===== src/rtl/ex_div.sv =====
// ============================================================================
//  Module   : ex_div
//  Brief    : Iterative 32-bit RISC-V M-extension divider (DIV/DIVU/REM/REMU)
//             with direct register-file writeback. Optional macro
//             EX_DIV_EARLY_OUT_EN lets divide-by-zero and signed overflow
//             bypass the iteration loop.
//  Revision : 1.0 - initial release
// ============================================================================
`default_nettype none

module ex_div (
    input  logic        clk,
    input  logic        rst_n,
    input  logic        div_start_i,
    input  logic [1:0]  div_op_i,
    input  logic [31:0] div_dividend_i,
    input  logic [31:0] div_divisor_i,
    input  logic [4:0]  div_rd_addr_i,
    input  logic        div_flush_i,
    output logic        div_busy_o,
    output logic [4:0]  div_rd_addr_o,
    output logic [31:0] div_rd_data_o,
    output logic        div_rd_wr_en_o
);

    typedef enum logic [1:0] {
        S_IDLE = 2'd0,
        S_CALC = 2'd1,
        S_DONE = 2'd2
    } state_t;

    localparam logic [5:0]  c_LAST_ITER = 6'd31;
    localparam logic [31:0] c_INT_MIN   = 32'h8000_0000;
    localparam logic [31:0] c_ALL_ONES  = 32'hFFFF_FFFF;

    state_t      state_q;
    logic [5:0]  cnt_q;
    logic [1:0]  op_q;
    logic [4:0]  rd_q;
    logic [31:0] dvd_q;
    logic [31:0] dvs_q;
    logic [31:0] acc_q;
    logic [31:0] rem_q;
    logic        neg_quo_q;
    logic        neg_rem_q;
    logic        dz_q;
    logic        ovf_q;
    logic        busy_q;
    logic        wr_en_q;
    logic [4:0]  rd_addr_q;
    logic [31:0] rd_data_q;

    // Operand decode on the incoming request (bit 0 of op selects unsigned).
    logic        w_in_signed;
    logic        w_in_dz;
    logic        w_in_ovf;
    logic        w_a_neg;
    logic        w_b_neg;
    logic [31:0] w_a_mag;
    logic [31:0] w_b_mag;
    logic        w_early_out;

    assign w_in_signed = ~div_op_i[0];
    assign w_in_dz     = (div_divisor_i == 32'd0);
    assign w_in_ovf    = w_in_signed && (div_dividend_i == c_INT_MIN) &&
                         (div_divisor_i == c_ALL_ONES);
    assign w_a_neg     = w_in_signed & div_dividend_i[31];
    assign w_b_neg     = w_in_signed & div_divisor_i[31];
    assign w_a_mag     = w_a_neg ? (32'd0 - div_dividend_i) : div_dividend_i;
    assign w_b_mag     = w_b_neg ? (32'd0 - div_divisor_i)  : div_divisor_i;

`ifdef EX_DIV_EARLY_OUT_EN
    assign w_early_out = w_in_dz | w_in_ovf;
`else
    assign w_early_out = 1'b0;
`endif

    // One restoring step: shift the next dividend bit into the partial
    // remainder and keep the difference only if it did not borrow.
    logic [32:0] w_shift;
    logic [32:0] w_diff;
    logic        w_ge;
    logic [31:0] rem_d;
    logic [31:0] quo_d;

    assign w_shift = {rem_q, acc_q[31]};
    assign w_diff  = w_shift - {1'b0, dvs_q};
    assign w_ge    = ~w_diff[32];
    assign rem_d   = w_ge ? w_diff[31:0] : w_shift[31:0];
    assign quo_d   = {acc_q[30:0], w_ge};

    function automatic logic [31:0] f_result(
        input logic [1:0]  op,
        input logic        dz,
        input logic        ovf,
        input logic        neg_quo,
        input logic        neg_rem,
        input logic [31:0] quo,
        input logic [31:0] rem,
        input logic [31:0] dvd
    );
        logic [31:0] q;
        logic [31:0] r;
        if (dz) begin
            q = c_ALL_ONES;
            r = dvd;
        end else if (ovf) begin
            q = c_INT_MIN;
            r = 32'd0;
        end else begin
            q = neg_quo ? (32'd0 - quo) : quo;
            r = neg_rem ? (32'd0 - rem) : rem;
        end
        return op[1] ? r : q;
    endfunction

    always_ff @(posedge clk or negedge rst_n) begin
        if (!rst_n) begin
            state_q   <= S_IDLE;
            cnt_q     <= 6'd0;
            op_q      <= 2'd0;
            rd_q      <= 5'd0;
            dvd_q     <= 32'd0;
            dvs_q     <= 32'd0;
            acc_q     <= 32'd0;
            rem_q     <= 32'd0;
            neg_quo_q <= 1'b0;
            neg_rem_q <= 1'b0;
            dz_q      <= 1'b0;
            ovf_q     <= 1'b0;
            busy_q    <= 1'b0;
            wr_en_q   <= 1'b0;
            rd_addr_q <= 5'd0;
            rd_data_q <= 32'd0;
        end else begin
            case (state_q)
                S_IDLE: begin
                    wr_en_q   <= 1'b0;
                    rd_addr_q <= 5'd0;
                    rd_data_q <= 32'd0;
                    if (div_start_i && !div_flush_i) begin
                        op_q      <= div_op_i;
                        rd_q      <= div_rd_addr_i;
                        dvd_q     <= div_dividend_i;
                        dvs_q     <= w_b_mag;
                        acc_q     <= w_a_mag;
                        rem_q     <= 32'd0;
                        cnt_q     <= 6'd0;
                        neg_quo_q <= w_a_neg ^ w_b_neg;
                        neg_rem_q <= w_a_neg;
                        dz_q      <= w_in_dz;
                        ovf_q     <= w_in_ovf;
                        busy_q    <= 1'b1;
                        if (w_early_out) begin
                            state_q   <= S_DONE;
                            rd_addr_q <= div_rd_addr_i;
                            wr_en_q   <= (div_rd_addr_i != 5'd0);
                            rd_data_q <= f_result(div_op_i, w_in_dz, w_in_ovf,
                                                  1'b0, 1'b0, 32'd0, 32'd0,
                                                  div_dividend_i);
                        end else begin
                            state_q <= S_CALC;
                        end
                    end
                end

                S_CALC: begin
                    if (div_flush_i) begin
                        state_q <= S_IDLE;
                        busy_q  <= 1'b0;
                    end else begin
                        rem_q <= rem_d;
                        acc_q <= quo_d;
                        cnt_q <= cnt_q + 6'd1;
                        if (cnt_q == c_LAST_ITER) begin
                            state_q   <= S_DONE;
                            rd_addr_q <= rd_q;
                            wr_en_q   <= (rd_q != 5'd0);
                            rd_data_q <= f_result(op_q, dz_q, ovf_q, neg_quo_q,
                                                  neg_rem_q, quo_d, rem_d,
                                                  dvd_q);
                        end
                    end
                end

                S_DONE: begin
                    state_q   <= S_IDLE;
                    busy_q    <= 1'b0;
                    wr_en_q   <= 1'b0;
                    rd_addr_q <= 5'd0;
                    rd_data_q <= 32'd0;
                end

                default: begin
                    state_q   <= S_IDLE;
                    busy_q    <= 1'b0;
                    wr_en_q   <= 1'b0;
                    rd_addr_q <= 5'd0;
                    rd_data_q <= 32'd0;
                end
            endcase
        end
    end

    assign div_busy_o     = busy_q;
    assign div_rd_addr_o  = rd_addr_q;
    assign div_rd_data_o  = rd_data_q;
    // A flush arriving during the writeback cycle must squash the write.
    assign div_rd_wr_en_o = wr_en_q & ~div_flush_i;

endmodule

`default_nettype wire


===== config.mk =====
export PLATFORM = sky130hd
export DESIGN_NAME = ex_div
export DESIGN_NICKNAME = d
export VERILOG_FILES = /design/src/rtl/ex_div.sv
export SDC_FILE = /design/constraint.sdc
export NUM_CORES = 1
export LEC_CHECK = 0
export ABC_AREA = 1
export CELL_PAD_IN_SITES_DETAIL_PLACEMENT = 1
export CELL_PAD_IN_SITES_GLOBAL_PLACEMENT = 1
export CORE_MARGIN = 5
export CORE_UTILIZATION = 28
export DETAILED_ROUTE_END_ITERATION = 6
export PLACE_DENSITY = 0.63
export SLEW_MARGIN = 15
export SYNTH_ARGS = -nofsm -noshare
export SYNTH_HDL_FRONTEND = slang
export SYNTH_SLANG_ARGS = --single-unit

===== constraint.sdc =====
create_clock -name clk -period 5.7 [get_ports clk]
set_input_delay 1.14 -clock clk [delete_from_list [all_inputs] [get_ports clk]]
set_output_delay 1.14 -clock clk [all_outputs]
set_load 0.01 [all_outputs]

Word level (Yosys, flattened, before mapping)
Index checks and enable logic that the tools add are counted.
{"block": "classes", "addsub": 6, "n_eq_ne": 9, "n_mux": 35, "bitwise": 7, "reduce_logical": 13}
{"op": "32-bit 2-to-1 mux", "count": 17}
{"op": "32-bit case mux with 2 select lines", "count": 2}
{"op": "1-bit by 32-bit subtractor with 32-bit output (first input constant)", "count": 4}
{"op": "32-bit == test (second input constant)", "count": 2}
{"op": "33-bit by 32-bit subtractor with 33-bit output", "count": 1}
{"op": "32-bit zero test", "count": 1}
{"op": "5-bit 2-to-1 mux", "count": 3}
{"op": "6-bit 2-to-1 mux", "count": 2}
{"op": "6-bit case mux with 2 select lines", "count": 1}
{"op": "2-bit inequality test (second input constant)", "count": 4}
{"op": "2-bit AND reduction", "count": 4}
{"op": "6-bit by 1-bit adder with 6-bit output (second input constant)", "count": 1}
{"op": "6-bit by 5-bit == test with 1-bit output (second input constant)", "count": 1}
{"op": "2-bit 2-to-1 mux", "count": 3}
{"op": "1-bit 2-to-1 mux", "count": 5}
{"op": "5-bit nonzero test", "count": 1}
{"op": "2-bit case mux with 2 select lines", "count": 1}
{"op": "1-bit AND", "count": 3}
{"op": "1-bit logical AND", "count": 3}
{"op": "3-bit inequality test (second input constant)", "count": 1}
{"op": "1-bit NOT", "count": 3}
{"op": "3-bit AND reduction", "count": 1}
{"op": "2-bit by 1-bit == test with 1-bit output (second input constant)", "count": 1}
{"op": "2-bit zero test", "count": 1}
{"op": "other kinds (4)", "count": 4}
{"block": "totals", "regBits": 186, "in_bits": 75, "out_inout_bits": 39, "word_cells": 86}

Longest topological paths before layout
Gate-level depths: netlist of run 1.
{"block": "depth", "depth_word": 10, "mapped_depth": 35, "depth_no_buf": 33}

Worst setup path before layout of run 1
Ideal clock, no wire load.
{"block": "synth_path", "path_type": "flip-flop to flip-flop", "startpoint": "register acc_q[31]", "endpoint": "register rd_data_q[30], in the netlist div_rd_data_o[30]", "setup_ns": 0.066, "t_arrival_ns": 4.099, "required_time_ns": 5.634, "setup_slack_ns": 1.536, "path_stages_with_launch": 35, "path_buffers": 2, "synth_period_minus_slack_ns": 4.164, "path_cell_list": "dfrtp_1 > inv_1 > ha_1 > inv_1 > fa_1 > nand2_1 > nand2_1 > nand3_1 > nand2_2 > nand2_2 > nand2_2 > nand2_4 > nand3_2 > nand2_4 > buf_4 > buf_2 > ha_1 > inv_1 > nor3_1 > inv_1 > nor3_2 > inv_1 > nor2_1 > nand4_1 > nor3_1 > nor2_1 > inv_1 > nand2_1 > nor2_1 > o21ai_1 > a21oi_1 > o21ai_0 > a21oi_1 > nand2_1 > nand2_1"}
{"block": "synth_via", "elab_chain_cells": 10, "word_cells_on_any_way": 15, "cone_classes": "3 x add/sub; 11 x mux; 1 x bitwise"}
{"item": "start: declaration", "line_no": "42", "rtl": "logic [31:0] acc_q;"}
{"item": "start signal: assignment", "line_no": "146", "rtl": "acc_q <= w_a_mag;"}
{"item": "start signal: assignment", "line_no": "173", "rtl": "acc_q <= quo_d;"}
{"item": "33-bit by 32-bit subtractor with 33-bit output", "line_no": "87", "rtl": "assign w_diff = w_shift - {1'b0, dvs_q};"}
{"item": "32-bit 2-to-1 mux / 1-bit NOT (equally long branches)", "line_no": "89, 88"}
{"item": "1-bit by 32-bit subtractor with 32-bit output, on equally long branches", "line_no": "112, 111"}
{"item": "32-bit 2-to-1 mux, on equally long branches", "line_no": "112, 111"}
{"item": "32-bit 2-to-1 mux", "line_no": "107", "rtl": "end else if (ovf) begin"}
{"item": "32-bit 2-to-1 mux", "line_no": "104", "rtl": "if (dz) begin"}
{"item": "32-bit 2-to-1 mux (*)", "line_no": "114", "rtl": "return op[1] ? r : q;"}
{"item": "32-bit 2-to-1 mux (*)", "line_no": "175", "rtl": "if (cnt_q == c_LAST_ITER) begin"}
{"item": "32-bit 2-to-1 mux (*)", "line_no": "168", "rtl": "if (div_flush_i) begin"}
{"item": "32-bit 2-to-1 mux (*)"}
{"item": "end signal: assignment", "line_no": "158", "rtl": "rd_data_q <= f_result(div_op_i, w_in_dz, w_in_ovf,"}
{"item": "end signal: assignment", "line_no": "179", "rtl": "rd_data_q <= f_result(op_q, dz_q, ovf_q, neg_quo_q,"}
{"item": "end: declaration", "line_no": "51", "rtl": "logic [31:0] rd_data_q;"}
Mark *: on every way between the ends. The rest lies on a longest branch, timed or not. The select of a mux whose other input is x is not followed.
A chain may end at the register's enable or synchronous reset.

Worst setup path after layout of run 1
Same ends and word-level chain as after synthesis.

==> results of run 1 <==
cell usage in the layout (no fill, tap or decap), drive strengths merged, types with 6 or more instances in the layout:
master         netlist  layout
a21oi              123     123
a31oi                6       6
buf                 19      20
clkbuf              62      19
clkdlybuf4s50        0     112
dfrtp              185     185
ha                  38      38
inv                281     287
nand2              700     700
nand3              139     139
nand3b               8       8
nand4               25      25
nor2               170     170
nor3                45      45
o211ai              17      17
o21ai              197     197
o221ai              10      10
o22ai               27      27
or2                 11      11
xnor2               12      12
xor2                46      46
flip-flops by register name, indices dropped and copies added, names as in the netlist, 2 cells and up:
| register | count |
|---|---|
| acc_q | 32 |
| div_rd_data_o | 32 |
| dvd_q | 32 |
| dvs_q | 32 |
| rem_q | 32 |
| cnt_q | 6 |
| div_rd_addr_o | 5 |
| rd_q | 5 |
| state_q | 2 |
critical path, delay by kind of cell (launching register included):
kind / cells / cell delay [ps]
adder cells (fa/ha/maj): 3 / 710
AO/OA/AOI/OAI: 4 / 530
AND/OR/NAND/NOR: 19 / 2590
flip-flops: 1 / 400
buffers and inverters: 6 / 510
final timing paths:
| check | from | endpoint | slack [ps] |
|---|---|---|---|
| worst max-delay path | acc_q[31]$_DFFE_PN0P_ | div_rd_data_o[30]$_DFFE_PN0P_ | 900 |
| worst min-delay path | dvd_q[13]$_DFFE_PN0P_ | dvd_q[13]$_DFFE_PN0P_ | 470 |
| worst max register to register | acc_q[31]$_DFFE_PN0P_ | div_rd_data_o[30]$_DFFE_PN0P_ | 900 |
| worst min register to register | dvd_q[13]$_DFFE_PN0P_ | dvd_q[13]$_DFFE_PN0P_ | 470 |
| max in group asynchronous | rst_n | dvd_q[16]$_DFFE_PN0P_ | 3790 |
| min in group asynchronous | rst_n | div_rd_data_o[29]$_DFFE_PN0P_ | 650 |
through the flow:
| stage | instances | hold WS [ps] |
|---|---|---|
| floorplan | 2164 | 442 |
| global placement | 2888 | 458 |
| detailed placement | 2888 | 461 |
| CTS | 2920 | 481 |
| global route | 2920 | 505 |
| finish | 2920 | 474 |
kinds of logic (layout without fill, tap and decap cells):
kind of cell / Yosys count / in the layout / synth area share, %
and+or+nand+nor: 1110 / 1110 / 33.6
AOI/OAI and AO/OA: 408 / 408 / 16.3
buffers and inverters: 364 / 448 / 10.1
DFF: 185 / 185 / 32.9
xor gates and xnor gates: 58 / 58 / 3.61
adders and majority gates: 39 / 39 / 3.52
per-layer routing:
layer	global-route usage (%)	routed length, um	vias to the layer above
met3	3.78	2410	61
met4	6.79	1590	2
met5	0	13	-
met2	33.5	25900	275
met1	28.4	26500	7309
li1	-	-	7150
power breakdown:
part / total, uW / switching (uW) / internal [uW]
logic: 6500 / 4590 / 1910
registers: 2110 / 351 / 1760
clock network: 1330 / 621 / 712
cell type report:
cell class | count | area (sq um) | share of cell area, %
multi-input combinational | 1615 | 8050 | 48.8
sequential | 185 | 4630 | 28.1
timing repair buffer | 133 | 1300 | 7.86
inverter | 283 | 1060 | 6.45
tap | 672 | 841 | 5.10
clock buffer | 18 | 439 | 2.66
clock inverter | 14 | 181 | 1.10
==> flow_summary.yaml, run 1 <==
cts:
  cts_root_buf: "clkbuf_16"
  cts_made_buffers: 17
  clkSinkCount: 185
  htree_levels: 4
  cts_tree: "built"
  cts.path.max_buffers: 2
  post_cts.repair.setup_buffers: 0
  cts_resized: 0
  cts_hold_buf: 0
  clock_latency_ps: 490
  clkTransAtPathRegs_ps: 80
global_routing:
  grt_usage_pct: 20.8
  grt_max_degree: 75
  grt_pass1_wl_um: 88000
  overflow: 0
  grt_pass1_vias: 15200
  antenna_found_initial: 1
synthesis:
  synth-warning-count: 0
  syn_avg_cell_area_sq_um: 6.50
  synthTopCellsByCount: "673 x nand2_1, 272 x inv_1, 185 x dfrtp_1"
  synthFlopType: "dfrtp_1"
  synth_cell_types: 54
  synth_area_leaders: "dfrtp_1 33%, nand2_1 18%, inv_1 7.3%"
  synthArstFlopShare_pct: 100
  synth_edf_count: 0
  syn_nets: 2278
  ys_seq_area_share_pct: 32.9
  synth.largest_area_cell: "dfrtp_1"
  synth_area_sq_um: 14100
  synth.top_cell.area_share_pct: 32.9
  synth_cells: 2164
  yosysMostFrequentCell: "nand2_1"
  ys_ff_latch: 185
worst_hold_path:
  hold_path.class: "register to register"
  hold_depth: 2
sta:
  setup_violations: 0
  relSlewSlack_pct: 32.0
  tightest_slew_ps: 1020
  timing.final.max_slew_violations: 0
  rsz0062_at_grt: "no"
  fin_crit_sh_pct: 84.2
  finClkSkew_ps: 15.0
  hold_violations: 0
  worst_slack_ps: 901
  tns_ps: 0
  fmax_mhz: 208
  period_needed_ps: 4800
critical_path:
  crit_arrival_ps: 5230
  cp-end-kind: "register"
  worst_r2r_path_depth: 32
  path_max_fanout: 5
  cp_common_cell: "inv_1"
  path_class: "register to register"
  critPathLaunchType: "register"
  cp.required_ps: 6130
  critPathSlowestCell: "fa_1"
  cpPeakStageDelay_ps: 410
floorplanning:
  row_count: 82
  die_y_um: 234
  die_x_um: 234
  coreArea_sq_um: 50000
  ios: 114
  die-area_sq_um: 54800
  start_util_pct: 28.2
cells_and_area:
  area.growth.synth_to_final_pct: 17.2
  n_fill_cell: 6414
  diodes: 0
  nets: 2349
  design_area_sq_um: 16500
  drive_gt1_share_pct: 5.69
  fin_util_pct: 33.0
route:
  ant_nets: 0
  wl_um: 56400
  drt-initial-drc-count: 791
  drc: 0
  first_pass_iters: 5
  vias: 14800
  wl_per_cell_um: 19.3
  avgViaCountPerCell: 5.07
place:
  dpl.hpwl_um: 44400
  place_area_sq_um: 15900
  place_congestion: 0.926
  numPortBuffers: 113
  dp_slack_ps: 964
run_status:
  status: "finished clean"
power_and_ir_drop:
  power.leakage_uw: 0.00814
  power.density_nw_per_um2: 603
  report.power.total_uw: 9940
  ir_drop_mv: 0.256
job:
  drv_cap: 0
(Power assumes the default switching activity.)
==> run 2, diff against run 1 <==
Clock period 5.7 ns to 4.7 ns, I/O delays scaled along.
==> flow_summary.yaml, run 2 (synthesized netlist as in run 1, its figures left out) <==
run_status:
  status: "finished clean"
route:
  drc: 0
  avgViaCountPerCell: 5.04
  first_pass_iters: 5
  wl_um: 57700
  ant_nets: 0
  vias: 14800
  wl_per_cell_um: 19.7
  drt-initial-drc-count: 868
worst_hold_path:
  min_from: "dvd_q[19]$_DFFE_PN0P_"
  hold_path.class: "register to register"
floorplanning:
  die-area_sq_um: 54800
  ios: 114
  row_count: 82
  die_x_um: 234
  start_util_pct: 28.2
  die_y_um: 234
  coreArea_sq_um: 50000
critical_path:
  r2r-start: "rem_q[24]$_DFFE_PN0P_"
  cp_common_cell: "nand2_1"
  path_max_fanout: 6
  crit_start: "rem_q[24]$_DFFE_PN0P_"
  crit_arrival_ps: 4740
  cpLargestDelayFamily: "simple AND/OR/NAND/NOR gates"
  cp-end-kind: "register"
  critPathLaunchType: "register"
  critPathSlowestCell: "dfrtp_1"
  path_class: "register to register"
  cpPeakStageDelay_ps: 430
  cp.required_ps: 5130
  worst-path-buf-inv: 3
sta:
  period_needed_ps: 4300
  timing.final.max_slew_violations: 0
  hold_violations: 0
  fin_crit_sh_pct: 91.6
  tightest_slew_ps: 1090
  finClkSkew_ps: 21.3
  fmax_mhz: 232
  setup_violations: 0
  relSlewSlack_pct: 27.4
  worst_hold_slack_ps: 475
power_and_ir_drop:
  power.density_nw_per_um2: 730
  power.leakage_uw: 0.00823
  ir_drop_mv: 0.338
global_routing:
  grt_pass1_vias: 15300
  antenna_found_initial: 3
  grt_usage_pct: 21.2
  overflow: 0
  grt_max_degree: 118
  grt_pass1_wl_um: 89600
cells_and_area:
  layout_commonest_cell: "nand2_1"
  area.growth.synth_to_final_pct: 18.5
  diodes: 0
  design_area_sq_um: 16700
  n_fill_cell: 6377
  drive_gt1_share_pct: 6.80
  nets: 2366
  final_cell_mix: "671 x nand2_1, 271 x inv_1, 185 x dfrtp_1"
cts:
  htree_levels: 4
  cts.path.max_buffers: 2
  cts_root_buf: "clkbuf_16"
  clkSinkCount: 185
  cts_made_buffers: 17
  clkTransAtPathRegs_ps: 70
  cts_tree: "built"
  clock_latency_ps: 510
place:
  place_area_sq_um: 16000
  numPortBuffers: 113
  dpl.hpwl_um: 44900
  place_congestion: 0.930
job:
  drv_cap: 0
-- run 2: worst paths after layout --
path	cells past startpoint	endpoint	slack [ps]
hold / removal	2	dvd_q[19]$_DFFE_PN0P_	480
max in group asynchronous	2	dvs_q[17]$_DFFE_PN0P_	3160
hold reg to reg	2	dvd_q[19]$_DFFE_PN0P_	480
setup reg to reg	25	div_rd_data_o[28]$_DFFE_PN0P_	400
setup / recovery	25	div_rd_data_o[28]$_DFFE_PN0P_	400
min in group asynchronous	1	div_rd_data_o[22]$_DFFE_PN0P_	510
-- run 2: through the flow --
stage / setup WS (ps) / cells / TNS [ps] / total power [uW] / utilization (%)
5_1_grt: -2.57 / 2936 / -2.57 / 13400 / 33.4
3_3_place_gp: 130 / 2900 / 0 / 10400 / 32.0
6_report: 396 / 2936 / 0 / 12200 / 33.4
3_5_place_dp: 4.68 / 2900 / 0 / 10500 / 32.0
4_1_cts: 180 / 2931 / 0 / 12200 / 33.2
2_1_floorplan: 536 / 2164 / 0 / 8020 / -
-- run 2: worst reg2reg max path, cell delays in order (launching register included) --
cell	delay, ps
dfrtp_1	430
ha_1	410
nand2_1	140
nor2_2	160
nand2_1	130
nor2_2	220
nand2_4	90
nand2_2	100
nand2_4	80
nand2_4	70
ha_1	160
inv_1	70
nor3_2	210
inv_1	90
nor3_2	190
inv_1	90
nor2_2	150
nand4_1	180
nor3_2	260
nand3_1	150
o21ai_0	320
or2_2	170
nand3_1	70
a21oi_1	170
nand2_1	70
nand2_1	60
-- run 2: routing by layer --
metal	GRT usage, %	routed length, um	vias up
met1	29.0	26900	7210
li1	-	-	7194
met2	34.0	26300	316
met5	0	0	-
met3	4.19	2850	70
met4	6.53	1600	0
-- run 2: timing repair --
action                     in CTS  in global routing
resized for setup               0                 13
setup buffers                   0                  5
setup endpoints to repair       0                  7
hold buffers                    0                  0
-- run 2: layout make-up --
type	instances	area, sq um	share of cell area (%)
Clock buffer	18	439	2.63
Clock inverter	13	169	1.01
Inverter	283	1060	6.38
Multi-Input combinational cell	1615	8090	48.5
Sequential cell	185	4630	27.8
Tap cell	672	841	5.04
Timing Repair Buffer	150	1440	8.62
-- run 2: power by group --
group | internal (uW) | total [uW] | leakage [uW] | switching [uW]
logic | 2410 | 8020 | 0.00555 | 5610
registers | 2140 | 2570 | 0.00238 | 429
clock network | 853 | 1590 | 0.000297 | 733
==> run 3, diff against run 2 <==
Settings changed: CORE_MARGIN 5 to 4, PLACE_DENSITY 0.63 to 0.68.
==> flow_summary.yaml, run 3 (synthesized netlist as in run 1, its figures left out) <==
cts:
  cts_hold_buf: 0
  cts_made_buffers: 17
  cts_tree: "built"
  htree_levels: 4
  clkTransAtPathRegs_ps: 70
  cts_root_buf: "clkbuf_16"
  clkSinkCount: 185
  cts.path.max_buffers: 2
  clock_latency_ps: 510
critical_path:
  path_class: "register to register"
  crit_arrival_ps: 4690
  critPathSlowestCell: "fa_1"
  cpPeakStageDelay_ps: 410
  worst_r2r_path_depth: 32
  crit_end: "div_rd_data_o[30]$_DFFE_PN0P_"
  worst-path-buf-inv: 6
  r2r-start: "acc_q[31]$_DFFE_PN0P_"
  critPathLaunchType: "register"
  cp-end-kind: "register"
  rrSetupSlack_ps: 450
  crit_start: "acc_q[31]$_DFFE_PN0P_"
  cpLargestDelayFamily: "simple AND/OR/NAND/NOR gates"
  crit_cells: 32
  cp.required_ps: 5130
  cp_common_cell: "inv_1"
  r2r_end: "div_rd_data_o[30]$_DFFE_PN0P_"
  path_max_fanout: 5
global_routing:
  grt_usage_pct: 21.4
  overflow: 0
  antenna_found_initial: 1
  grt_pass1_wl_um: 89200
  grt_max_degree: 118
  grt_pass1_vias: 15500
sta:
  fin_crit_sh_pct: 90.5
  period_needed_ps: 4250
  tightest_slew_ps: 1110
  timing.final.max_slew_violations: 0
  fmax_mhz: 235
  setup_violations: 0
  finClkSkew_ps: 15.0
  hold_violations: 0
  relSlewSlack_pct: 25.8
  tns_ps: 0
power_and_ir_drop:
  combinationalPowerShare_pct: 66.2
  p_int_uw: 5210
  clockPowerShare_pct: 12.4
  ir_drop_mv: 0.357
  switching_share_pct: 56.6
  report.power.total_uw: 12000
  pwr-share-seq_pct: 21.5
  power.leakage_uw: 0.00819
  power.density_nw_per_um2: 724
  p_sw_uw: 6790
place:
  place_area_sq_um: 16000
  place_inst: 2892
  numPortBuffers: 113
  dpl.hpwl_um: 44500
  place_congestion: 0.957
cells_and_area:
  n_fill_cell: 6279
  final_cell_mix: "672 x nand2_1, 272 x inv_1, 185 x dfrtp_1"
  nets: 2362
  design_area_sq_um: 16600
  layout_commonest_cell: "nand2_1"
  regArea_sq_um: 4630
  multiInputGateArea_sq_um: 8070
  drive_gt1_share_pct: 6.46
  area.growth.synth_to_final_pct: 17.7
  final_cells: 2926
route:
  wl_um: 57000
  drt-initial-drc-count: 886
  ant_nets: 0
  vias: 14800
  drc: 0
  first_pass_iters: 5
  avgViaCountPerCell: 5.04
  wl_per_cell_um: 19.5
floorplanning:
  coreArea_sq_um: 49400
  row_count: 81
  die-area_sq_um: 53900
  ios: 114
  die_x_um: 232
  start_util_pct: 28.5
  die_y_um: 232
run_status:
  status: "finished clean"
job:
  drv_cap: 0
worst_hold_path:
  hold_path.class: "register to register"
run 3: cell types whose count changed in the layout (fill, tap and decap cells not counted), sizes merged:
cell    previous run  this run
diode              0         1
inv              283       289
buf               37        33
clkinv             9         8
bufinv             3         0
clkbuf            19        18
run 3: metal layers:
metal / GRT usage [%] / vias to the layer above / wire length, um / part of all wire [%]
li1: - / 7175 / - / -
met1: 28.7 / 7226 / 26600 / 47
met2: 35.2 / 285 / 26400 / 46
met3: 3.59 / 67 / 2480 / 4.4
met4: 6.80 / 2 / 1460 / 2.6
met5: 0 / - / 7 / 0.012
run 3: worst min-delay path by stage:
stage	from	endpoint	depth (start not counted)
final	div_rd_data_o[29]$_DFFE_PN0P_	div_rd_data_o[29]$_DFFE_PN0P_	2
after global routing	dvd_q[5]$_DFFE_PN0P_	dvd_q[5]$_DFFE_PN0P_	2
after CTS	dvd_q[5]$_DFFE_PN0P_	dvd_q[5]$_DFFE_PN0P_	2
after detailed placement	dvd_q[5]$_DFFE_PN0P_	dvd_q[5]$_DFFE_PN0P_	2
after global placement	dvd_q[0]$_DFFE_PN0P_	dvd_q[0]$_DFFE_PN0P_	2
after floorplan	dvd_q[0]$_DFFE_PN0P_	dvd_q[0]$_DFFE_PN0P_	2
run 3: repair_timing:
| action | 4_1_cts | 5_1_grt |
|---|---|---|
| setup endpoints to repair | 0 | 5 |
| setup buffers | 0 | 1 |
| endpoints found under the hold margin | 0 | 0 |
| resized for setup | 0 | 8 |
run 3: through the flow:
step	hold slack (ps)	setup WS [ps]	utilization [%]
after floorplan	442	536	-
after global placement	454	320	32.3
after detailed placement	461	268	32.3
after CTS	484	274	33.5
after global routing	504	-38.6	33.6
final	490	446	33.6
run 3: final cells by class:
class,count,share of cell area [%]
clock buffer,17,2.57
timing repair buffer,146,8.42
antenna,1,0.0151
inverter,283,6.42
clock inverter,15,0.906
sequential,185,27.9
multi-input combinational,1615,48.7
tap,664,5.01
run 3: worst min-delay path, delay by kind of cell (launching register included):
family	cells	cell delay [ps]
AND/OR/NAND/NOR	2	110
flip-flops	1	350
run 3: power groups by stage:
| stage | combinational [uW] | sequential (uW) | clock, uW |
|---|---|---|---|
| floorplan | 5580 | 2440 | 0 |
| global placement | 7720 | 2580 | 0 |
| detailed placement | 7900 | 2600 | 0 |
| CTS | 7950 | 2570 | 1530 |
| global route | 8970 | 2640 | 1590 |
| finish | 7940 | 2570 | 1480 |
